### config.mk
export PLATFORM = sky130hd
export DESIGN_NAME = pll_supervisor
export DESIGN_NICKNAME = d
export VERILOG_FILES = /design/src/rtl/pll_supervisor_pkg.sv /design/src/rtl/pll_supervisor_sync_ff2.sv /design/src/rtl/pll_supervisor.sv
export SDC_FILE = /design/constraint.sdc
export NUM_CORES = 1
export LEC_CHECK = 0
export ABC_AREA = 1
export BUFFER_PORTS_ARGS = -buffer_cell sky130_fd_sc_hd__buf_2
export CAP_MARGIN = 10
export CORE_ASPECT_RATIO = 1.4
export CORE_MARGIN = 4
export CORE_UTILIZATION = 40
export CTS_BUF_LIST = sky130_fd_sc_hd__clkbuf_4
export DETAILED_ROUTE_END_ITERATION = 16
export PLACE_DENSITY = 0.63
export SLEW_MARGIN = 20
export SYNTH_ARGS = -nofsm -noshare
export SYNTH_HDL_FRONTEND = slang
export SYNTH_SLANG_ARGS = --single-unit
### constraint.sdc
create_clock -name clk_12mhz -period 3 [get_ports clk_12mhz]
set_input_delay 0.3 -clock clk_12mhz [delete_from_list [all_inputs] [get_ports clk_12mhz]]
set_output_delay 0.3 -clock clk_12mhz [all_outputs]
set_load 0.02 [all_outputs]
### src/rtl/pll_supervisor_pkg.sv
// Shared types and sizing helpers for the PLL lock supervisor and reset sequencer.
package pll_supervisor_pkg;

  typedef enum logic [2:0] {
    RST_PLL   = 3'd0,
    WAIT_LOCK = 3'd1,
    SETTLE    = 3'd2,
    RELEASE   = 3'd3,
    RUN       = 3'd4,
    FAULT     = 3'd5
  } state_e;

  localparam logic [7:0] LOSS_MAX = 8'hFF;

  // The shared counter must hold the longest dwell of any counted state.
  function automatic int cnt_width(input int rst_cycles, input int lock_timeout,
                                   input int settle_cycles, input int release_span);
    int m;
    m = rst_cycles;
    if (lock_timeout > m) m = lock_timeout;
    if (settle_cycles > m) m = settle_cycles;
    if (release_span > m) m = release_span;
    return $clog2(m) + 1;
  endfunction

endpackage

### src/rtl/pll_supervisor_sync_ff2.sv
// Generic two-flop synchroniser for a single asynchronous bit; both flops load
// RESET_VAL under synchronous active-low reset.
module sync_ff2 #(
  parameter logic RESET_VAL = 1'b0
) (
  input  logic i_clk,
  input  logic i_nreset,
  input  logic i_d,
  output logic o_q
);

  logic r_meta;
  logic r_sync;

  always_ff @(posedge i_clk) begin
    if (!i_nreset) begin
      r_meta <= RESET_VAL;
      r_sync <= RESET_VAL;
    end else begin
      r_meta <= i_d;
      r_sync <= r_meta;
    end
  end

  assign o_q = r_sync;

endmodule

### src/rtl/pll_supervisor.sv
// PLL lock supervisor: pulses PLL RESETB, waits for a stable lock, then releases
// the downstream reset domains in a staged order; retries failed locks, then faults.
module pll_supervisor
  import pll_supervisor_pkg::*;
#(
  parameter int RST_CYCLES    = 16,
  parameter int LOCK_TIMEOUT  = 1200,
  parameter int SETTLE_CYCLES = 120,
  parameter int NUM_STAGES    = 3,
  parameter int STAGE_GAP     = 8,
  parameter int MAX_RETRIES   = 3
) (
  input  logic                  clk_12mhz,
  input  logic                  nreset,
  input  logic                  pll_nlocked,
  input  logic                  relock_req,
  output logic                  pll_resetb,
  output logic [NUM_STAGES-1:0] core_nreset,
  output logic                  fault,
  output logic [7:0]            loss_count,
  output logic [2:0]            state_o
);

  localparam int CNT_W   = cnt_width(RST_CYCLES, LOCK_TIMEOUT, SETTLE_CYCLES,
                                     NUM_STAGES * STAGE_GAP);
  localparam int RETRY_W = $clog2(MAX_RETRIES + 1);

  typedef logic [CNT_W-1:0]   cnt_t;
  typedef logic [RETRY_W-1:0] retry_t;

  localparam cnt_t   RST_LAST     = cnt_t'(RST_CYCLES - 1);
  localparam cnt_t   TIMEOUT_LAST = cnt_t'(LOCK_TIMEOUT - 1);
  localparam cnt_t   SETTLE_LAST  = cnt_t'(SETTLE_CYCLES - 1);
  localparam cnt_t   RELEASE_LAST = cnt_t'((NUM_STAGES - 1) * STAGE_GAP);
  localparam retry_t RETRY_LIMIT  = retry_t'(MAX_RETRIES);

  logic                  w_nlocked_s;
  logic                  w_lock_s;
  state_e                r_state;
  state_e                w_state_next;
  cnt_t                  r_cnt;
  cnt_t                  w_cnt_next;
  retry_t                r_retry;
  retry_t                w_retry_next;
  logic [7:0]            r_loss;
  logic [7:0]            w_loss_next;
  logic                  r_pll_resetb;
  logic                  r_fault;
  logic [NUM_STAGES-1:0] r_core;
  logic [NUM_STAGES-1:0] w_core_next;

  // Reset value 1 so the block powers up believing the PLL is unlocked.
  sync_ff2 #(
    .RESET_VAL(1'b1)
  ) u_lock_sync (
    .i_clk   (clk_12mhz),
    .i_nreset(nreset),
    .i_d     (pll_nlocked),
    .o_q     (w_nlocked_s)
  );

  assign w_lock_s = ~w_nlocked_s;

  always_comb begin
    w_state_next = r_state;
    w_retry_next = r_retry;
    w_loss_next  = r_loss;
    case (r_state)
      RST_PLL: begin
        if (r_cnt == RST_LAST) w_state_next = WAIT_LOCK;
      end
      WAIT_LOCK: begin
        if (w_lock_s) begin
          w_state_next = SETTLE;
        end else if (r_cnt == TIMEOUT_LAST) begin
          w_retry_next = r_retry + retry_t'(1);
          w_state_next = (w_retry_next == RETRY_LIMIT) ? FAULT : RST_PLL;
        end
      end
      SETTLE: begin
        if (!w_lock_s) w_state_next = WAIT_LOCK;
        else if (r_cnt == SETTLE_LAST) w_state_next = RELEASE;
      end
      // Lock loss outranks both stage completion and a concurrent relock request.
      RELEASE, RUN: begin
        if (!w_lock_s) begin
          w_state_next = RST_PLL;
          w_retry_next = '0;
          w_loss_next  = (r_loss == LOSS_MAX) ? r_loss : r_loss + 8'd1;
        end else if ((r_state == RELEASE) && (r_cnt == RELEASE_LAST)) begin
          w_state_next = RUN;
          w_retry_next = '0;
        end else if ((r_state == RUN) && relock_req) begin
          w_state_next = RST_PLL;
          w_retry_next = '0;
        end
      end
      FAULT: begin
        if (relock_req) begin
          w_state_next = RST_PLL;
          w_retry_next = '0;
        end
      end
      default: w_state_next = RST_PLL;
    endcase
  end

  always_comb begin
    w_cnt_next = '0;
    if (w_state_next == r_state) begin
      case (r_state)
        RST_PLL, WAIT_LOCK, SETTLE, RELEASE: w_cnt_next = r_cnt + cnt_t'(1);
        default:                             w_cnt_next = '0;
      endcase
    end
  end

  // Outputs are decoded from the next state so they leave the block glitch-free.
  always_comb begin
    w_core_next = '0;
    if (w_state_next == RUN) begin
      w_core_next = '1;
    end else if (w_state_next == RELEASE) begin
      for (int k = 0; k < NUM_STAGES; k++) begin
        if (w_cnt_next >= cnt_t'(k * STAGE_GAP)) w_core_next[k] = 1'b1;
      end
    end
  end

  always_ff @(posedge clk_12mhz) begin
    if (!nreset) begin
      r_state      <= RST_PLL;
      r_cnt        <= '0;
      r_retry      <= '0;
      r_loss       <= '0;
      r_pll_resetb <= 1'b0;
      r_fault      <= 1'b0;
      r_core       <= '0;
    end else begin
      r_state      <= w_state_next;
      r_cnt        <= w_cnt_next;
      r_retry      <= w_retry_next;
      r_loss       <= w_loss_next;
      r_pll_resetb <= (w_state_next != RST_PLL) && (w_state_next != FAULT);
      r_fault      <= (w_state_next == FAULT);
      r_core       <= w_core_next;
    end
  end

  assign pll_resetb  = r_pll_resetb;
  assign core_nreset = r_core;
  assign fault       = r_fault;
  assign loss_count  = r_loss;
  assign state_o     = r_state;

endmodule

==> results of run 1 <==
## flip-flops by register name, summed over array words and instances, names as in the netlist
signal              cells
r_cnt                  12
loss_count              8
core_nreset             3
state_o                 3
r_retry                 2
fault                   1
pll_resetb              1
u_lock_sync.o_q         1
u_lock_sync.r_meta      1
## kinds of logic (layout without fill, tap and decap cells)
| family | count (synthesis) | in the layout | synth area share |
|---|---|---|---|
| and+or+nand+nor | 163 | 163 | 0.437 |
| DFF | 32 | 32 | 0.337 |
| xor gates and xnor gates | 2 | 2 | 0.00922 |
| adders and majority gates | 4 | 4 | 0.0263 |
| AOI/OAI and AO/OA | 27 | 27 | 0.0816 |
| buffers and inverters | 47 | 68 | 0.109 |
## layout by cell type, fill, tap and decap left out, types with 3 or more instances in the layout
| master | count |
|---|---|
| ha_1 | 4 |
| inv_2 | 3 |
| inv_1 | 36 |
| a21oi_1 | 11 |
| nand4_1 | 3 |
| nor3_1 | 8 |
| o21ai_0 | 9 |
| nor2_1 | 45 |
| clkbuf_4 | 6 |
| dfxtp_1 | 32 |
| buf_2 | 19 |
| nand3_1 | 20 |
| nor4_2 | 8 |
| nand2_1 | 62 |
## metrics by stage
stage	total power [mW]	utilization
2_1_floorplan	0.462	-
3_3_place_gp	0.471	0.444
3_5_place_dp	0.471	0.444
4_1_cts	0.801	0.462
5_1_grt	0.821	0.462
6_report	0.791	0.462
## layout make-up
| type | instances | area, um^2 |
|---|---|---|
| repair buffers | 20 | 103 |
| clock buffers | 6 | 45.0 |
| well taps | 62 | 77.6 |
| multi-input cells | 196 | 1050 |
| fillers | 500 | 2460 |
| flip-flops and latches | 32 | 641 |
| inverters | 40 | 158 |
| clock inverters | 2 | 35.0 |
## how the worst max path moves through the flow
stage | start | endpoint | slack [ps] | cells past startpoint
after global placement | r_cnt[4] | core_nreset[1] | 900 | 9
after detailed placement | r_cnt[4] | core_nreset[1] | 880 | 9
final | r_cnt[4] | core_nreset[1] | 870 | 9
after global routing | state_o[2] | core_nreset[1] | 680 | 14
after CTS | state_o[2] | core_nreset[1] | 850 | 14
after floorplan | state_o[2] | r_cnt[2] | 1100 | 14
## where the power goes
| part | switching, mW | internal [mW] |
|---|---|---|
| registers | 0.00438 | 0.429 |
| logic | 0.0176 | 0.00948 |
| clock network | 0.147 | 0.184 |
| total | 0.169 | 0.622 |
## critical path, delay by kind of cell, from the launching register on
kind / cells / cell delay [ps]
AO/OA/AOI/OAI: 2 / 610
AND/OR/NAND/NOR: 7 / 930
flip-flops: 1 / 490
## metal layers
| layer | track usage | up-vias | routed length [um] |
|---|---|---|---|
| met2 | 0.289 | 36 | 2250 |
| met4 | 0.102 | 0 | 161 |
| met3 | 0.0352 | 13 | 164 |
| met5 | 0 | - | 0 |
| li1 | - | 929 | - |
| met1 | 0.169 | 807 | 1800 |
==> flow_summary.json, run 1 <==
{
  "max_freq_ghz": 0.469,
  "clockBufferDepth": 2,
  "ys.flop_type": "dfxtp_1",
  "rows": 29,
  "tightest_slew_ps": 811,
  "rrSetupSlack_ps": 870,
  "synthCells": 275,
  "yosysSeqAreaShare": 0.337,
  "vias_per_cell": 4.99,
  "insertion_delay_ps": 340,
  "cpMostUsedCell": "nand2_1",
  "synth.most_common_cell": "nand2_1",
  "r2r-start": "r_cnt[4]",
  "maxCapViolCount": 0,
  "worstPathMaxFanout": 7,
  "worst-setup-path-type": "flip-flop to flip-flop",
  "yosys-top-cells-count": "nand2_1, nor2_1, inv_1",
  "synth_area_mm2": 0.00190,
  "cp-end-kind": "flip-flop",
  "critPathMaxStageDelay_ps": 490,
  "critPathLaunchType": "flip-flop",
  "synth_top_area_cell": "dfxtp_1",
  "postPlaceCellArea_mm2": 0.00203,
  "root_buffer": "clkbuf_4",
  "h-tree-depth": 2,
  "min_to": "u_lock_sync.r_meta",
  "route.detailed.drc": 0,
  "overflow": 0,
  "fp.dieArea_mm2": 0.00593,
  "finalSetupViolations": 0,
  "core_mm2": 0.00457,
  "status": "completed",
  "timing.final.crit_share": 0.711,
  "vdd.ir_drop.worst_mv": 0.239,
  "firstDrtPassIters": 4,
  "area_delta_synth_final_pct": 11.1,
  "synth_seq_cells": 32,
  "r2r-end": "core_nreset[1]",
  "synth_nets": 283,
  "drtIter0Drc": 64,
  "yosysUniqueCellTypes": 36,
  "place.gp.congestion": 0.837,
  "cts_tree": "yes",
  "maxSlewViolCount": 0,
  "antenna_cells": 0,
  "ios": 20,
  "finish.instance_area_mm2": 0.00211,
  "required_ps": 3250,
  "drt_wl_total_um": 4370,
  "clkTransAtPathRegs_ps": 100,
  "crit_chain": "nand2_1 -> nor2_1 -> nand3_1 -> o21ai_0 -> nor2_1 -> o41ai_1 -> nand3_1 -> nand2_1 -> nand2_1",
  "hpwlAfterDp_um": 3390,
  "ant_nets": 0,
  "layout-drive-gt1-share": 0.179,
  "setup_ws_ps": 867,
  "rsz0062_at_grt": "no",
  "track_usage": 0.161,
  "ctsResizeCount": 0,
  "clock-sinks": 32,
  "p_leak_nw": 0.973,
  "post_synth.cell_area_avg_um2": 6.91,
  "yosys_warnings": 0,
  "layout.cells.non_filler": 358,
  "hp-start": "pll_nlocked",
  "hp-class": "primary input to flip-flop",
  "synth_top_area_frac": 0.337,
  "place_ws_ps": 879,
  "yosys-top-cells-area": "dfxtp_1, nand2_1, nor2_1, inv_1, nand3_1",
  "post_drt_wl_per_cell_um": 12.2,
  "hold_viol": 0,
  "arrival_ps": 2380,
  "post_cts_buffers": 0,
  "grt_max_degree": 22,
  "whs_path_depth": 2,
  "initial_core_util": 0.416,
  "fin_crit_ps": 2130,
  "p_per_area_mw_per_mm2": 375,
  "layout.nets": 303,
  "grt_pass1_vias": 1669,
  "cts-hold-fix-buffers": 0,
  "antenna_found_initial": 0,
  "skew_ps": 5.96,
  "dpl.cell_count": 350,
  "cts_buffers": 5,
  "vias": 1785,
  "cpMaxStageDelayCell": "dfxtp_1",
  "port_buffers": 19,
  "chipWidth_um": 66.3,
  "synth_enable_flop_cells": 0,
  "slew_headroom": 0.459,
  "hold_ws_ps": 139,
  "grt_pass1_wl_um": 7270,
  "setup_tns_ps": 0,
  "reg2reg_depth": 9,
  "postSynth.asyncResetShare": 0,
  "die_h_um": 89.6
}
(Power assumes the default switching activity.)
==> run 2: changes to the inputs <==
- PLACE_DENSITY: 0.63 -> 0.65
- clock period: 3 -> 1.7 ns (I/O delays scaled with it)
==> flow_summary.json, run 2 (synthesized netlist as in run 1, its figures left out) <==
{
  "status": "finished with violations",
  "violations": "setup timing",
  "largest_register": "r_cnt",
  "clkTransAtPathRegs_ps": 100,
  "maxCapViolCount": 0,
  "port_buffers": 19,
  "overflow": 0,
  "tightest_slew_ps": 329,
  "hp-start": "nreset",
  "insertion_delay_ps": 340,
  "root_buffer": "clkbuf_4",
  "fin_crit_ps": 2000,
  "worst-setup-path-type": "flip-flop to flip-flop",
  "area_delta_synth_final_pct": 43.6,
  "max_freq_ghz": 0.500,
  "internal_power_mw": 0.941,
  "chipWidth_um": 66.3,
  "track_usage": 0.186,
  "grt_pass1_wl_um": 8360,
  "cpMostUsedCell": "nand2_1",
  "antenna_found_initial": 0,
  "p_clk_frac": 0.332,
  "worstPathMaxFanout": 3,
  "r2r-start": "r_cnt[0]",
  "cts_tree": "yes",
  "setup.worst_path.start": "r_cnt[0]",
  "clock-sinks": 32,
  "final_cell_mix": "buf_4, nand2_1, nor2_1",
  "p_sw_frac": 0.252,
  "grt_pass1_vias": 1937,
  "hpwlAfterDp_um": 4040,
  "grt_max_degree": 18,
  "core_mm2": 0.00457,
  "p_per_area_mw_per_mm2": 461,
  "rsz0062_at_grt": "yes",
  "slew_headroom": 0.779,
  "layout-drive-gt1-share": 0.414,
  "vias_per_cell": 4.76,
  "multiInputGateArea_mm2": 0.00116,
  "critPathLaunchType": "flip-flop",
  "setup_ws_ps": -300,
  "drtIter0Drc": 59,
  "antenna_cells": 0,
  "power.net_switching_mw": 0.318,
  "regArea_um2": 658,
  "postPlaceCellArea_mm2": 0.00247,
  "maxSlewViolCount": 0,
  "required_ps": 1990,
  "combinationalPowerShare": 0.058,
  "initial_core_util": 0.416,
  "cts_buffers": 5,
  "timing.final.crit_share": 1.18,
  "nFillCells": 441,
  "layout.nets": 369,
  "place.gp.congestion": 0.852,
  "vdd.ir_drop.worst_mv": 0.346,
  "cpMaxStageDelayCell": "dfxtp_4",
  "die_h_um": 89.6,
  "final_common_cell": "buf_4",
  "vias": 2020,
  "hp-class": "primary input to flip-flop",
  "p_leak_nw": 1.30,
  "p_seq_frac": 0.610,
  "largest_reg_flops": 12,
  "skew_ps": 9.78,
  "fp.dieArea_mm2": 0.00593,
  "path_delay_family": "simple AND/OR/NAND/NOR gates",
  "route.detailed.drc": 0,
  "rows": 29,
  "ios": 20,
  "post_drt_wl_per_cell_um": 12.4,
  "ant_nets": 0,
  "finish.instance_area_mm2": 0.00273,
  "crit_chain": "inv_2 -> ha_2 -> nand2_1 -> inv_1 -> nand2_1 -> nor2_1 -> nand2_1 -> nand2_2 -> inv_2 -> nor2_4 -> nand3_2 -> nand2_2 -> nand2_2 -> nor2_4 -> buf_6 -> o41ai_2 -> nand3_1 -> nand2_1 -> nand2_1",
  "clockBufferDepth": 2,
  "finalSetupViolations": 19,
  "setup_tns_ps": -4220,
  "path_buf_inv": 4,
  "firstDrtPassIters": 4,
  "cp-end-kind": "flip-flop",
  "h-tree-depth": 2,
  "drt_wl_total_um": 5250,
  "hold_viol": 0,
  "critPathMaxStageDelay_ps": 380,
  "arrival_ps": 2290
}
run 2: changes by cell type in the layout (fill, tap and decap cells not counted), moves of 5 or more:
cell,change
dfxtp_1,-8
inv_1,-5
o21ai_0,-5
buf_4,+61
dfxtp_2,+5
run 2: area by class of cell:
class / count / area share
multi-input combinational: 196 / 0.425
sequential: 32 / 0.241
timing repair buffer: 86 / 0.226
inverter: 40 / 0.0605
tap: 62 / 0.0284
clock buffer: 5 / 0.0138
clock inverter: 3 / 0.00504
run 2: tightest hold or removal path: stages:
cell	delay, ps
buf_2	150
nand2_1	70
nor2_1	30
run 2: final timing paths:
| check | slack [ps] | endpoint | cells after the start |
|---|---|---|---|
| setup / recovery | -300 | core_nreset[1] | 19 |
| setup reg to reg | -300 | core_nreset[1] | 19 |
| hold reg to reg | 430 | u_lock_sync.o_q | 1 |
| hold / removal | 110 | loss_count[6] | 3 |
run 2: metal layers:
layer / track usage / up-vias / wire length [um]
li1: - / 1058 / -
met1: 0.183 / 917 / 2040
met2: 0.382 / 33 / 2970
met3: 0.0264 / 12 / 138
met4: 0.0665 / 0 / 97
met5: 0 / - / 0
run 2: power by group through the flow:
stage	combinational, mW	sequential (mW)	clock [mW]
2_1_floorplan	0.0348	0.780	0
3_3_place_gp	0.0593	0.780	0
3_5_place_dp	0.0604	0.781	0
4_1_cts	0.0680	0.765	0.435
5_1_grt	0.0811	0.768	0.464
6_report	0.0726	0.767	0.418
run 2: repair_timing:
| action | 4_1_cts | 5_1_grt |
|---|---|---|
| hold buffers | 1 | 0 |
| setup endpoints to repair | 19 | 25 |
| pin swaps | 4 | 13 |
| buffers inserted | 9 | 2 |
| hold endpoints to repair | 1 | 0 |
| resized for setup | 17 | 27 |
run 2: stage by stage:
step                setup slack [ps]  power (mW)   util  instances  hold WS (ps)
detailed placement              -410       0.841  0.540        406           361
CTS                             -282        1.27  0.578        424           101
global placement                -371       0.840  0.540        406           362
finish                          -300        1.26  0.597        424           112
floorplan                      -91.4       0.814      -        275           277
global route                    -455        1.31  0.597        424           104
==> run 3: changes to the inputs <==
- SETUP_SLACK_MARGIN: unset -> 0.3
- SKIP_LAST_GASP: unset -> 1
==> flow_summary.json, run 3 (synthesized netlist as in run 1, its figures left out) <==
{
  "postPlaceCellArea_mm2": 0.00244,
  "path_buf_inv": 5,
  "power.net_switching_mw": 0.314,
  "p_sw_frac": 0.221,
  "cts-hold-fix-buffers": 0,
  "grt_pass1_vias": 2012,
  "p_seq_frac": 0.538,
  "layout.cells.non_filler": 424,
  "required_ps": 1950,
  "worstPathMaxFanout": 7,
  "cpMaxStageDelayCell": "dfxtp_4",
  "core_mm2": 0.00457,
  "vdd.ir_drop.worst_mv": 0.452,
  "place.gp.congestion": 0.964,
  "port_buffers": 19,
  "overflow": 0,
  "die_h_um": 89.6,
  "p_leak_nw": 1.34,
  "clock-sinks": 32,
  "violations": "setup timing",
  "firstDrtPassIters": 5,
  "cp-end-kind": "flip-flop",
  "chipWidth_um": 66.3,
  "clockBufferDepth": 2,
  "antenna_cells": 0,
  "tightest_slew_ps": 591,
  "vias": 2070,
  "drtIter0Drc": 72,
  "p_clk_frac": 0.410,
  "worst-setup-path-type": "flip-flop to flip-flop",
  "cts_buffers": 5,
  "arrival_ps": 2240,
  "fp.dieArea_mm2": 0.00593,
  "fin_crit_ps": 1990,
  "antenna_found_initial": 0,
  "rsz0062_at_grt": "yes",
  "max_freq_ghz": 0.502,
  "clkTransAtPathRegs_ps": 110,
  "track_usage": 0.197,
  "slew_headroom": 0.606,
  "final_common_cell": "buf_4",
  "grt_max_degree": 16,
  "dpl.cell_count": 396,
  "post_drt_wl_per_cell_um": 13.0,
  "route.detailed.drc": 0,
  "largest_reg_flops": 12,
  "maxSlewViolCount": 0,
  "ios": 20,
  "skew_ps": 14.7,
  "vias_per_cell": 4.88,
  "combinationalPowerShare": 0.053,
  "drt_wl_total_um": 5490,
  "layout-drive-gt1-share": 0.497,
  "finalSetupViolations": 20,
  "critPathLaunchType": "flip-flop",
  "critPathMaxStageDelay_ps": 370,
  "grt_pass1_wl_um": 8980,
  "hold_viol": 0,
  "finish.instance_area_mm2": 0.00292,
  "setup_ws_ps": -291,
  "cts_tree": "yes",
  "path_delay_family": "simple AND/OR/NAND/NOR gates",
  "ant_nets": 0,
  "timing.final.crit_share": 1.17,
  "crit_chain": "inv_2 -> ha_4 -> nand2_1 -> inv_1 -> nand2_1 -> nor2_2 -> nand2_2 -> nand2_2 -> inv_2 -> nor2_4 -> nand3_2 -> nand2_1 -> nand2_2 -> nor2_4 -> clkinv_4 -> buf_12 -> nor4_2",
  "internal_power_mw": 1.11,
  "final_cell_mix": "buf_4, nand2_1, nor2_1",
  "setup_tns_ps": -4450,
  "insertion_delay_ps": 340,
  "p_per_area_mw_per_mm2": 488,
  "initial_core_util": 0.416,
  "nFillCells": 415,
  "hold_ws_ps": 60.5,
  "area_delta_synth_final_pct": 53.4,
  "h-tree-depth": 2,
  "root_buffer": "clkbuf_4",
  "hpwlAfterDp_um": 3870,
  "largest_register": "r_cnt",
  "maxCapViolCount": 0,
  "layout.nets": 369,
  "status": "finished with violations",
  "hp-class": "primary input to flip-flop",
  "rows": 29,
  "rrSetupSlack_ps": -290
}
[run 3: cell types whose count changed in the layout (fill, tap and decap cells not counted), moves of 3 or more]
cell | before | now
dfxtp_1 | 24 | 18
buf_6 | 4 | 8
nor2_1 | 41 | 33
dfxtp_2 | 5 | 9
inv_4 | 1 | 4
buf_4 | 62 | 58
nand3_1 | 16 | 12
nor2_2 | 5 | 11
nand3_4 | 1 | 4
[run 3: path summary, 6_finish.rpt]
kind | start | to | cells after the start
worst min-delay path | pll_nlocked | u_lock_sync.r_meta | 2
worst min register to register | u_lock_sync.r_meta | u_lock_sync.o_q | 1
worst max register to register | r_cnt[0] | r_cnt[5] | 17
worst max-delay path | r_cnt[0] | r_cnt[5] | 17
[run 3: through the flow]
| step | utilization | power, mW | setup WS (ps) |
|---|---|---|---|
| final | 0.638 | 1.42 | -291 |
| after global routing | 0.638 | 1.49 | -424 |
| after CTS | 0.600 | 1.43 | -218 |
| after detailed placement | 0.534 | 0.841 | -258 |
| after global placement | 0.534 | 0.840 | -193 |
| after floorplan | - | 0.814 | -91.4 |
[run 3: timing repair]
action	CTS	global route
setup endpoints to repair	29	31
buffers inserted	14	6
pin swaps	17	20
cloned	0	0
gates resized for setup	35	39
[run 3: power groups by stage]
stage | logic [mW] | registers, mW | clock network (mW)
final | 0.0750 | 0.766 | 0.583
after detailed placement | 0.0610 | 0.780 | 0
after global placement | 0.0607 | 0.779 | 0
after floorplan | 0.0360 | 0.779 | 0
after CTS | 0.0691 | 0.764 | 0.593
after global routing | 0.0836 | 0.768 | 0.636
[run 3: final cells by class]
| cell class | instances | area (um^2) | share of cell area |
|---|---|---|---|
| multi-input cells | 196 | 1270 | 0.437 |
| clock inverters | 2 | 35.0 | 0.0120 |
| inverters | 40 | 173 | 0.0592 |
| repair buffers | 86 | 641 | 0.220 |
| flip-flops and latches | 32 | 671 | 0.230 |
| well taps | 62 | 77.6 | 0.0266 |
| clock buffers | 6 | 45.0 | 0.0155 |
[run 3: metal layers]
metal  vias to the layer above  part of all wire  GRT usage
met5                         -                 0          0
met2                        44              0.55      0.363
met1                       958              0.40      0.217
li1                       1054                 -          -
met4                         0             0.027     0.0906
met3                        14             0.030     0.0352
